`src/rtl/seg_pkg.sv`:
```
// Shared constants for the multiplexed 7-segment scanner.
// Segment order is {a,b,c,d,e,f,g}, active-low.
package seg_pkg;

    localparam logic [6:0] SEG_BLANK = 7'h7F;

    localparam logic [6:0] SEG_0 = 7'b0000001;
    localparam logic [6:0] SEG_1 = 7'b1001111;
    localparam logic [6:0] SEG_2 = 7'b0010010;
    localparam logic [6:0] SEG_3 = 7'b0000110;
    localparam logic [6:0] SEG_4 = 7'b1001100;
    localparam logic [6:0] SEG_5 = 7'b0100100;
    localparam logic [6:0] SEG_6 = 7'b0100000;
    localparam logic [6:0] SEG_7 = 7'b0001111;
    localparam logic [6:0] SEG_8 = 7'b0000000;
    localparam logic [6:0] SEG_9 = 7'b0000100;
    localparam logic [6:0] SEG_A = 7'b0001000;
    localparam logic [6:0] SEG_B = 7'b1100000;
    localparam logic [6:0] SEG_C = 7'b0110001;
    localparam logic [6:0] SEG_D = 7'b1000010;
    localparam logic [6:0] SEG_E = 7'b0110000;
    localparam logic [6:0] SEG_F = 7'b0111000;

    function automatic logic [6:0] hex_to_seg(input logic [3:0] nibble);
        logic [6:0] seg;
        case (nibble)
            4'h0: seg = SEG_0;
            4'h1: seg = SEG_1;
            4'h2: seg = SEG_2;
            4'h3: seg = SEG_3;
            4'h4: seg = SEG_4;
            4'h5: seg = SEG_5;
            4'h6: seg = SEG_6;
            4'h7: seg = SEG_7;
            4'h8: seg = SEG_8;
            4'h9: seg = SEG_9;
            4'hA: seg = SEG_A;
            4'hB: seg = SEG_B;
            4'hC: seg = SEG_C;
            4'hD: seg = SEG_D;
            4'hE: seg = SEG_E;
            default: seg = SEG_F;
        endcase
        return seg;
    endfunction

endpackage

```
`src/rtl/seg_hex_decode.sv`:
```
// Purely combinational nibble to active-low 7-segment pattern (full hex).
module seg_hex_decode
    import seg_pkg::*;
(
    input  logic [3:0] nibble,
    output logic [6:0] seg
);

    assign seg = hex_to_seg(nibble);

endmodule

```
`src/rtl/seg_scan_mux.sv`:
```
// Double-buffered, time-multiplexed 7-segment scanner with hex decode, blink and dp.
// Optional leading-zero blanking is enabled by defining LEADING_ZERO_BLANK_EN.
module seg_scan_mux
    import seg_pkg::*;
#(
    parameter int NUM_DIGITS  = 4,
    parameter int REFRESH_DIV = 100000,
    parameter int BLINK_DIV   = 64
) (
    input  logic                    clk,
    input  logic                    rst_n,
    input  logic [4*NUM_DIGITS-1:0] digits_i,
    input  logic [NUM_DIGITS-1:0]   dp_i,
    input  logic [NUM_DIGITS-1:0]   blink_i,
    input  logic                    upd_i,
    output logic                    upd_pend_o,
    output logic                    frame_o,
    output logic [6:0]              segments,
    output logic [NUM_DIGITS-1:0]   anode,
    output logic                    dp
);

    localparam int PW = (REFRESH_DIV > 1) ? $clog2(REFRESH_DIV) : 1;
    localparam int IW = (NUM_DIGITS > 1) ? $clog2(NUM_DIGITS) : 1;
    localparam int BW = (BLINK_DIV > 1) ? $clog2(BLINK_DIV) : 1;

    logic [PW-1:0]           presc;
    logic [IW-1:0]           idx, idx_nxt;
    logic [BW-1:0]           blink_cnt;
    logic                    blink_phase, phase_nxt;
    logic                    tick, last_digit, boundary, load;

    logic [4*NUM_DIGITS-1:0] stg_digits, sh_digits, sh_digits_nxt;
    logic [NUM_DIGITS-1:0]   stg_dp, sh_dp, sh_dp_nxt;
    logic [NUM_DIGITS-1:0]   stg_blink, sh_blink, sh_blink_nxt;
    logic                    pend;

    logic [3:0]              nibble;
    logic [6:0]              dec_seg;
    logic                    blink_blank, lz_blank;

    assign tick       = (presc == PW'(REFRESH_DIV - 1));
    assign last_digit = (idx == IW'(NUM_DIGITS - 1));
    assign boundary   = tick && last_digit;
    assign idx_nxt    = last_digit ? '0 : idx + 1'b1;

    // Update handshake: upd_i is a one-cycle strobe that always lands in staging
    // and raises pend; a frame boundary with pend high copies staging into the
    // shadow (the only thing displayed) and drops pend, unless a new strobe
    // arrives on that same cycle, which re-stages and keeps pend high.
    assign load          = boundary && pend;
    assign sh_digits_nxt = load ? stg_digits : sh_digits;
    assign sh_dp_nxt     = load ? stg_dp     : sh_dp;
    assign sh_blink_nxt  = load ? stg_blink  : sh_blink;
    assign upd_pend_o    = pend;

    assign phase_nxt = (boundary && blink_cnt == BW'(BLINK_DIV - 1)) ? ~blink_phase : blink_phase;

    // Next slot's digit is decoded from next-state shadow so a new frame shows new data.
    assign nibble      = sh_digits_nxt[4*int'(idx_nxt) +: 4];
    assign blink_blank = phase_nxt && sh_blink_nxt[idx_nxt];

    seg_hex_decode u_dec (
        .nibble (nibble),
        .seg    (dec_seg)
    );

`ifdef LEADING_ZERO_BLANK_EN
    always_comb begin
        logic all_zero;
        all_zero = 1'b1;
        lz_blank = 1'b0;
        for (int k = NUM_DIGITS - 1; k >= 1; k--) begin
            all_zero = all_zero && (sh_digits_nxt[4*k +: 4] == 4'h0);
            if (int'(idx_nxt) == k && all_zero) lz_blank = 1'b1;
        end
    end
`else
    assign lz_blank = 1'b0;
`endif

    always_ff @(posedge clk or negedge rst_n) begin
        if (!rst_n) begin
            presc       <= '0;
            idx         <= '0;
            blink_cnt   <= '0;
            blink_phase <= 1'b0;
        end else begin
            presc <= tick ? '0 : presc + 1'b1;
            if (tick) idx <= idx_nxt;
            if (boundary) blink_cnt <= (blink_cnt == BW'(BLINK_DIV - 1)) ? '0 : blink_cnt + 1'b1;
            blink_phase <= phase_nxt;
        end
    end

    always_ff @(posedge clk or negedge rst_n) begin
        if (!rst_n) begin
            stg_digits <= '0;
            stg_dp     <= '0;
            stg_blink  <= '0;
            pend       <= 1'b0;
            sh_digits  <= '0;
            sh_dp      <= '0;
            sh_blink   <= '0;
        end else begin
            if (upd_i) begin
                stg_digits <= digits_i;
                stg_dp     <= dp_i;
                stg_blink  <= blink_i;
                pend       <= 1'b1;
            end else if (load) begin
                pend <= 1'b0;
            end
            sh_digits <= sh_digits_nxt;
            sh_dp     <= sh_dp_nxt;
            sh_blink  <= sh_blink_nxt;
        end
    end

    always_ff @(posedge clk or negedge rst_n) begin
        if (!rst_n) begin
            segments <= SEG_BLANK;
            anode    <= '1;
            dp       <= 1'b1;
            frame_o  <= 1'b0;
        end else begin
            frame_o <= boundary;
            if (tick) begin
                anode    <= ~(NUM_DIGITS'(1) << idx_nxt);
                segments <= (blink_blank || lz_blank) ? SEG_BLANK : dec_seg;
                dp       <= ~(sh_dp_nxt[idx_nxt] && !blink_blank);
            end
        end
    end

endmodule
```
`config.mk`:
```
export PLATFORM = sky130hd
export DESIGN_NAME = seg_scan_mux
export DESIGN_NICKNAME = d
export VERILOG_FILES = /design/src/rtl/seg_pkg.sv /design/src/rtl/seg_hex_decode.sv /design/src/rtl/seg_scan_mux.sv
export SDC_FILE = /design/constraint.sdc
export NUM_CORES = 1
export LEC_CHECK = 0
export CAP_MARGIN = 30
export CORE_UTILIZATION = 52
export DETAILED_ROUTE_END_ITERATION = 6
export MAX_ROUTING_LAYER = met4
export PLACE_DENSITY_LB_ADDON = 0.15
export SLEW_MARGIN = 20
export SYNTH_ARGS = -nofsm -noshare
export SYNTH_HDL_FRONTEND = slang
export SYNTH_SLANG_ARGS = --single-unit
```
`constraint.sdc`:
```
create_clock -name clk -period 2.9 [get_ports clk]
set_clock_uncertainty 0.15 [all_clocks]
set_input_delay 0.58 -clock clk [delete_from_list [all_inputs] [get_ports clk]]
set_output_delay 0.58 -clock clk [all_outputs]
set_load 0.02 [all_outputs]
```
-- Word level (Yosys, flattened, before mapping)
Memory sizes are Yosys's and may differ from the RTL's.
Cells that the tools add are included.
- memories kept: 1
- output and inout port bits: 14
- input port bits: 27
- logic and storage cells: 49
- bits in registers: 88
- bits in read-only memories: 112
- mux-type cells: 14
- $lt $le $gt $ge: 1
- equal/unequal tests: 3
- add/sub/neg operators: 3
- bitwise logic cells: 3
- shift operators: 2
- reductions and logical operators: 7
- memories (name ; words ; bits a word ; rd ports ; clocked after Yosys merged registers in ; write ports ; RTL line ; RTL):
    (no name shown) ; 16 ; 7 ; 1 ; 0 ; 0 ; seg_pkg.sv:26 ; case (nibble)
- operators by type and width (kind ; count):
    $add A17 B1 Y17 const B ; 1
    $eq A17 B17 Y1 const B ; 1
    $mux W17 ; 1
    $mux W16 ; 1
    $shiftx A16 B5 Y4 ; 1
    $mux W4 ; 2
    $mux W7 ; 1
    $add A6 B1 Y6 const B ; 1
    $eq A6 B6 Y1 const B ; 1
    $mux W6 ; 1
    $logic_and A1 B1 Y1 ; 5
    $mux W1 ; 5
    $bmux W1 S2 ; 2
    $not A4 Y4 ; 1
    $shl A1 B2 Y4 const A ; 1
    $lt A2 B3 Y1 const B ; 1
    $add A2 B1 Y2 const B ; 1
    $eq A2 B2 Y1 const B ; 1
    $mux W2 ; 1
    $not A1 Y1 ; 2
    $reduce_bool A2 Y1 ; 1
    $logic_not A1 Y1 ; 1

-- Longest topological paths before layout
- depth after elaboration: 10
- gate-level depth with buffers: 13
- mapped depth without buffers: 11

-- Hierarchy
Synthesis repeated with hierarchy kept, for this count alone.
- cell total of the unflattened synthesis: 346
- area total of the unflattened synthesis: 4266.6 sq um
- by module, submodules not included (module ; times used ; cells each ; seq. area each (sq um) ; area each (sq um)):
    seg_scan_mux ; 1 ; 313 ; 2217.1 ; 3997.6
    seg_hex_decode ; 1 ; 33 ; 0.0 ; 269.0

-- Worst setup path after synthesis
No wires, ideal clock.
- kind: register to register
- start: register idx[0]
- end: register segments[3]
- slack: -0.057 ns
- arrival time: 2.734 ns
- clock period less this slack: 2.957 ns
- cell stages (with the launch flop): 14
- buffers on the path: 3
- required time: 2.677 ns
- library setup time: 0.073 ns
- cell sequence: dfrtp_1 -> buf_2 -> inv_1 -> ha_1 -> clkbuf_1 -> clkbuf_1 -> o21ai_0 -> a31o_2 -> nand2_4 -> inv_1 -> ha_1 -> nand2b_1 -> a32o_1 -> a21oi_1
- elaborated cells between the ends (all ways): 15
- those cells by class: add/sub (1); eq/ne (1); shift (1); mux (7); reduce/logical (4); memory (1)
- RTL lines (what ; RTL line ; RTL):
    from (decl) ; seg_scan_mux.sv:28 ; logic [IW-1:0] idx, idx_nxt;
    from (signal assigned) ; seg_scan_mux.sv:90 ; if (tick) idx <= idx_nxt;
    $add A2 B1 Y2 / $eq A2 B2 Y1 (equally long branches) ; seg_scan_mux.sv:45, seg_scan_mux.sv:43 ;
    $mux W2 (*) ; seg_scan_mux.sv:45 ; assign idx_nxt = last_digit ? '0 : idx + 1'b1;
    named net idx_nxt[1] ; seg_scan_mux.sv:28 ;
    parallel branches: the longest is 3 deep, another holds $mem_v2 Z16 W7 ; - ;
    $mux W7 (*) ; seg_scan_mux.sv:130 ; segments <= (blink_blank || lz_blank) ? SEG_BLANK : dec_seg;
    to (signal assigned) ; seg_scan_mux.sv:130 ;
    to (decl) ; seg_scan_mux.sv:18 ; output logic [6:0] segments,
Mark *: on every way through the listed nets, which the timed path passes. The select of a mux whose other input is x is not followed.
A chain may end at the register's enable or synchronous reset.

-- Final worst setup path
- start: register presc[0]
- end: register segments[3]
- word-level cells in the longest chain between the ends: 8
- elaborated cells between the ends (all ways): 13
- those cells by class: eq/ne (1); shift (1); mux (6); reduce/logical (4); memory (1)
- RTL lines (what ; RTL line ; RTL):
    from (decl) ; seg_scan_mux.sv:27 ; logic [PW-1:0] presc;
    from (signal assigned) ; seg_scan_mux.sv:89 ; presc <= tick ? '0 : presc + 1'b1;
    $eq A17 B17 Y1 (*) ; seg_scan_mux.sv:42 ; assign tick = (presc == PW'(REFRESH_DIV - 1));
    parallel branches: the longest is 7 deep, another holds $mem_v2 Z16 W7 ; - ;
Every way passes the cells marked *. The select of a mux whose other input is x is not followed.

==> results by group <==
Timing
  – Fmax: 0.356 GHz
  – Summed negative setup slack over all endpoints: 0 ns
  – Fin. Hold Viols: 0
  – Max transition margin: 63.5%
  – Slew of the pin with the lowest slew margin: 0.548 ns
  – Final Setup Violations: 0
  – Slew Limit Fails: 0
  – Share of the clock period used by the worst path: a little over nine tenths
  – Unrepaired setup endpoints after global routing: true
  – Minimum period implied by the final worst setup slack: 2.81 ns

Place
  – Routability cong.: 0.908
  – Cell area reported after detailed placement: about 5100 sq um
  – HPWL reported at the end of detailed placement: ~6600 um
  – Count of input and output buffers: 40

Pwr
  – LEAKAGE: 0.00239 uW
  – Total power after layout: 2320 uW
  – Max VDD drop: 0.000292 V
  – Power per Cell Area: roughly 430 nW/um^2

Global routing
  – Pin count of the biggest net entering global routing: 48
  – Via count of the first global-routing pass: 3094
  – Antenna violations before repair: 0
  – Global-route wire length before repair: 15400 um
  – GRT Residual Overflow: 0
  – GRT Resource Usage Total: 23.7%

Setup path
  – Largest fanout on the critical path: 6
  – Arrival time of data at the critical path endpoint: 2.97 ns
  – Minimum setup slack among reg-to-reg paths: 0.09 ns
  – CP most frequent cell: and4_4
  – Slowest CP cell: or4_4
  – Type of element capturing the critical path: register
  – Depth of the most critical reg-to-reg path: 11
  – Critical path, cell by cell: ha_2, and4_4, and4_4, nor3_2, or4_4, nand2_4, inv_1, ha_4, nand2b_1, a32o_1, a21oi_2
  – Slowest cell delay on critical path: between 0.5 and 0.6 ns
  – Element type at the critical path start: register
  – Reg2reg start: presc[0]$_DFF_PN0_
  – Required time of the critical path: between 3 and 4 ns
  – Crit Path Category: register to register
  – Endpoint of the worst register-to-register path: segments[3]$_DFFE_PN1N_

Clock tree
  – Number of H-tree levels: 3
  – Library cell used as clock root buffer: clkbuf_8
  – Clock latency on the worst-skew pair: 0.37 ns
  – Number of buffers added to fix hold violations after cts: 0
  – Num Clock Sinks: ~90
  – TritonCTS clock tree: done
  – Clk slew on worst S/H paths: 0.10 ns
  – Total CTS buffers: 9
  – Clock buffer depth: 2

Synthesis
  – Syn Nets: 460
  – Combinational family with the most area after synthesis: simple AND/OR/NAND/NOR gates
  – Most used flip-flop cell after synthesis: dfrtp_1
  – Per-instance average area after synthesis: 10.5 sq um
  – Post-Synthesis Cells: about 420
  – Post-Synth XOR/XNOR Area: slightly below 5%
  – Number of synthesized register bits: 88
  – Post-synth cell types: between 50 and 60
  – Library cell occupying the most area in the post-synthesis netlist: dfrtp_1
  – Number of synthesized flops with an enable pin: 0
  – Synthesis warning total: 0
  – Simple-gate share of the synthesized area: between 20% and 30%
  – Register area share after synthesis: 50.4%
  – Top area cells in the synthesized netlist: dfrtp_1 43%, dfstp_2 7.2%, nand2_1 7.2%
  – Complex-gate fraction of the synthesized area: slightly below 8%
  – Top post-synthesis cells by count: 84 x nand2_1, 76 x dfrtp_1, 29 x nor2_1, 27 x mux2_2, 21 x o21ai_0
  – Post-Syn Area: 4400 sq um
  – Share of the synthesized area in the top cell type: 43.2%
  – Portion of netlist area occupied by mux cells: about a tenth
  – Arithmetic-cell share of the synthesized area counting full adders, half adders and majority gates: approximately 3.4%
  – Async S/R FF share, synth: 100%
  – Most frequently used cell type in the post-synthesis netlist: nand2_1

Routing
  – Remaining design rule violation count: 0
  – Post-detailed-routing wire length: 9130 um
  – Post-DR vias/cell: 5.46
  – Detail Route Antenna Nets: 0
  – Number of design-rule violations left by the first detailed-router iteration: 135
  – Wire per inst: 15.3 um
  – DR pass1 iterations: 4
  – Via Count: 3246

Final layout
  – Nets@finish: between 500 and 600
  – Ratio of cells with drive above 1 in the final layout: 25.1%
  – Number of filler instances in the final layout: about 660
  – Area grow syn2layout: 22.1%
  – Antenna diode count: 0
  – Design area: 5380 sq um

Outcome
  – Status: completed

Floorplan
  – Boundary Pins: 41
  – Initial core utilization: 53.6%
  – Die height: 94.0 um
  – Chip Width: roughly 94 um
  – Number of standard-cell rows in the floorplan: 33
  – Core Footprint: 8220 sq um
  – Total Die Area: a little under 9000 sq um

Job
  – Max cap viols: 0

Hold path
  – Class of the tightest hold or removal check: primary input to asynchronous set/reset pin
report_power, final:
part	internal [uW]	switching [uW]	leakage (uW)
combinational	70.4	47.1	0.00117
sequential	1260	24.8	0.00111
clock	418	499	0.000104
total	1750	571	0.00239
worst max-delay path: cells and delay by family, from the launching register on:
kind | cells | cell delay (ns)
buf+inv | 1 | 0.07
fa+ha+maj | 2 | 0.44
compound gates | 2 | 0.37
flops | 1 | 0.40
simple gates | 6 | 1.31
cell usage in the layout (no fill, tap or decap), types with 4 or more instances in the layout:
| cell type | instances |
|---|---|
| dfstp_2 | 12 |
| mux2i_1 | 7 |
| inv_1 | 7 |
| xor2_1 | 12 |
| and2_1 | 4 |
| nand2_1 | 84 |
| and4_1 | 5 |
| a31oi_1 | 6 |
| mux2_2 | 27 |
| clkdlybuf4s50_1 | 39 |
| nor2_1 | 29 |
| ha_1 | 7 |
| a21oi_1 | 5 |
| dfrtp_1 | 76 |
| o21ai_1 | 4 |
| and3_1 | 5 |
| clkbuf_8 | 9 |
| nand3_1 | 13 |
| buf_4 | 32 |
| nand4_1 | 9 |
| o21ai_0 | 17 |
| xnor2_1 | 13 |
cell type report:
type | instances | area (sq um) | area share, %
inverter | 8 | 30.0 | 0.559
multi-input combinational | 304 | 2110 | 39.3
clock buffer | 9 | 124 | 2.30
tap | 105 | 131 | 2.44
timing repair buffer | 74 | 673 | 12.5
sequential | 88 | 2220 | 41.2
clock inverter | 7 | 86.3 | 1.61
per-layer routing:
layer | up-vias | share of wire, % | track usage [%]
met3 | 12 | 2.7 | 4.29
met5 | - | 0 | -
met1 | 1586 | 49 | 33.0
met2 | 69 | 47 | 35.0
met4 | 0 | 1.5 | 8.08
li1 | 1579 | - | -
metrics by stage:
step / worst slack, ns / utilization [%] / cells / hold WS [ns]
6_report: 0.0927 / 65.4 / 595 / 0.0268
5_1_grt: -0.0479 / 65.4 / 595 / 0.0632
4_1_cts: 0.0220 / 64.4 / 593 / 0.0483
3_5_place_dp: 0.0285 / 61.8 / 577 / 0.301
3_3_place_gp: 0.115 / 61.8 / 577 / 0.296
2_1_floorplan: 0.00139 / - / 421 / 0.134
what timing repair did:
action,4_1_cts,5_1_grt
endpoints found under the hold margin,0,0
buffers inserted,0,2
endpoints found under the setup margin,1,7
resized for setup,1,20
pin swaps,0,10
how the worst max path moves through the flow:
| stage | start | end | slack [ns] | cells after the start |
|---|---|---|---|---|
| after detailed placement | presc[0]$_DFF_PN0_ | segments[3]$_DFFE_PN1N_ | 0.03 | 11 |
| after global routing | presc[0]$_DFF_PN0_ | segments[3]$_DFFE_PN1N_ | -0.05 | 11 |
| after CTS | presc[0]$_DFF_PN0_ | segments[3]$_DFFE_PN1N_ | 0.02 | 11 |
| after global placement | presc[0]$_DFF_PN0_ | segments[3]$_DFFE_PN1N_ | 0.11 | 11 |
| final | presc[0]$_DFF_PN0_ | segments[3]$_DFFE_PN1N_ | 0.09 | 11 |
| after floorplan | presc[0]$_DFF_PN0_ | segments[3]$_DFFE_PN1N_ | 0.001 | 13 |
state kept, by name (all words and copies together) (netlist names):
name         cells
presc           17
sh_blink         4
segments         7
stg_blink        4
stg_digits      16
sh_digits       16
stg_dp           4
frame_o          1
blink_phase      1
idx              2
sh_dp            4
upd_pend_o       1
blink_cnt        6
anode            4
dp               1
cells by family after synthesis:
kind of cell             count (synthesis)
AND/OR/NAND/NOR                        179
adder cells (fa/ha/maj)                 12
buffers and inverters                   29
multiplexers                            36
flip-flops                              88
XOR/XNOR                                25
AO/OA/AOI/OAI                           52
No activity file was read; power rests on OpenSTA's default activity.
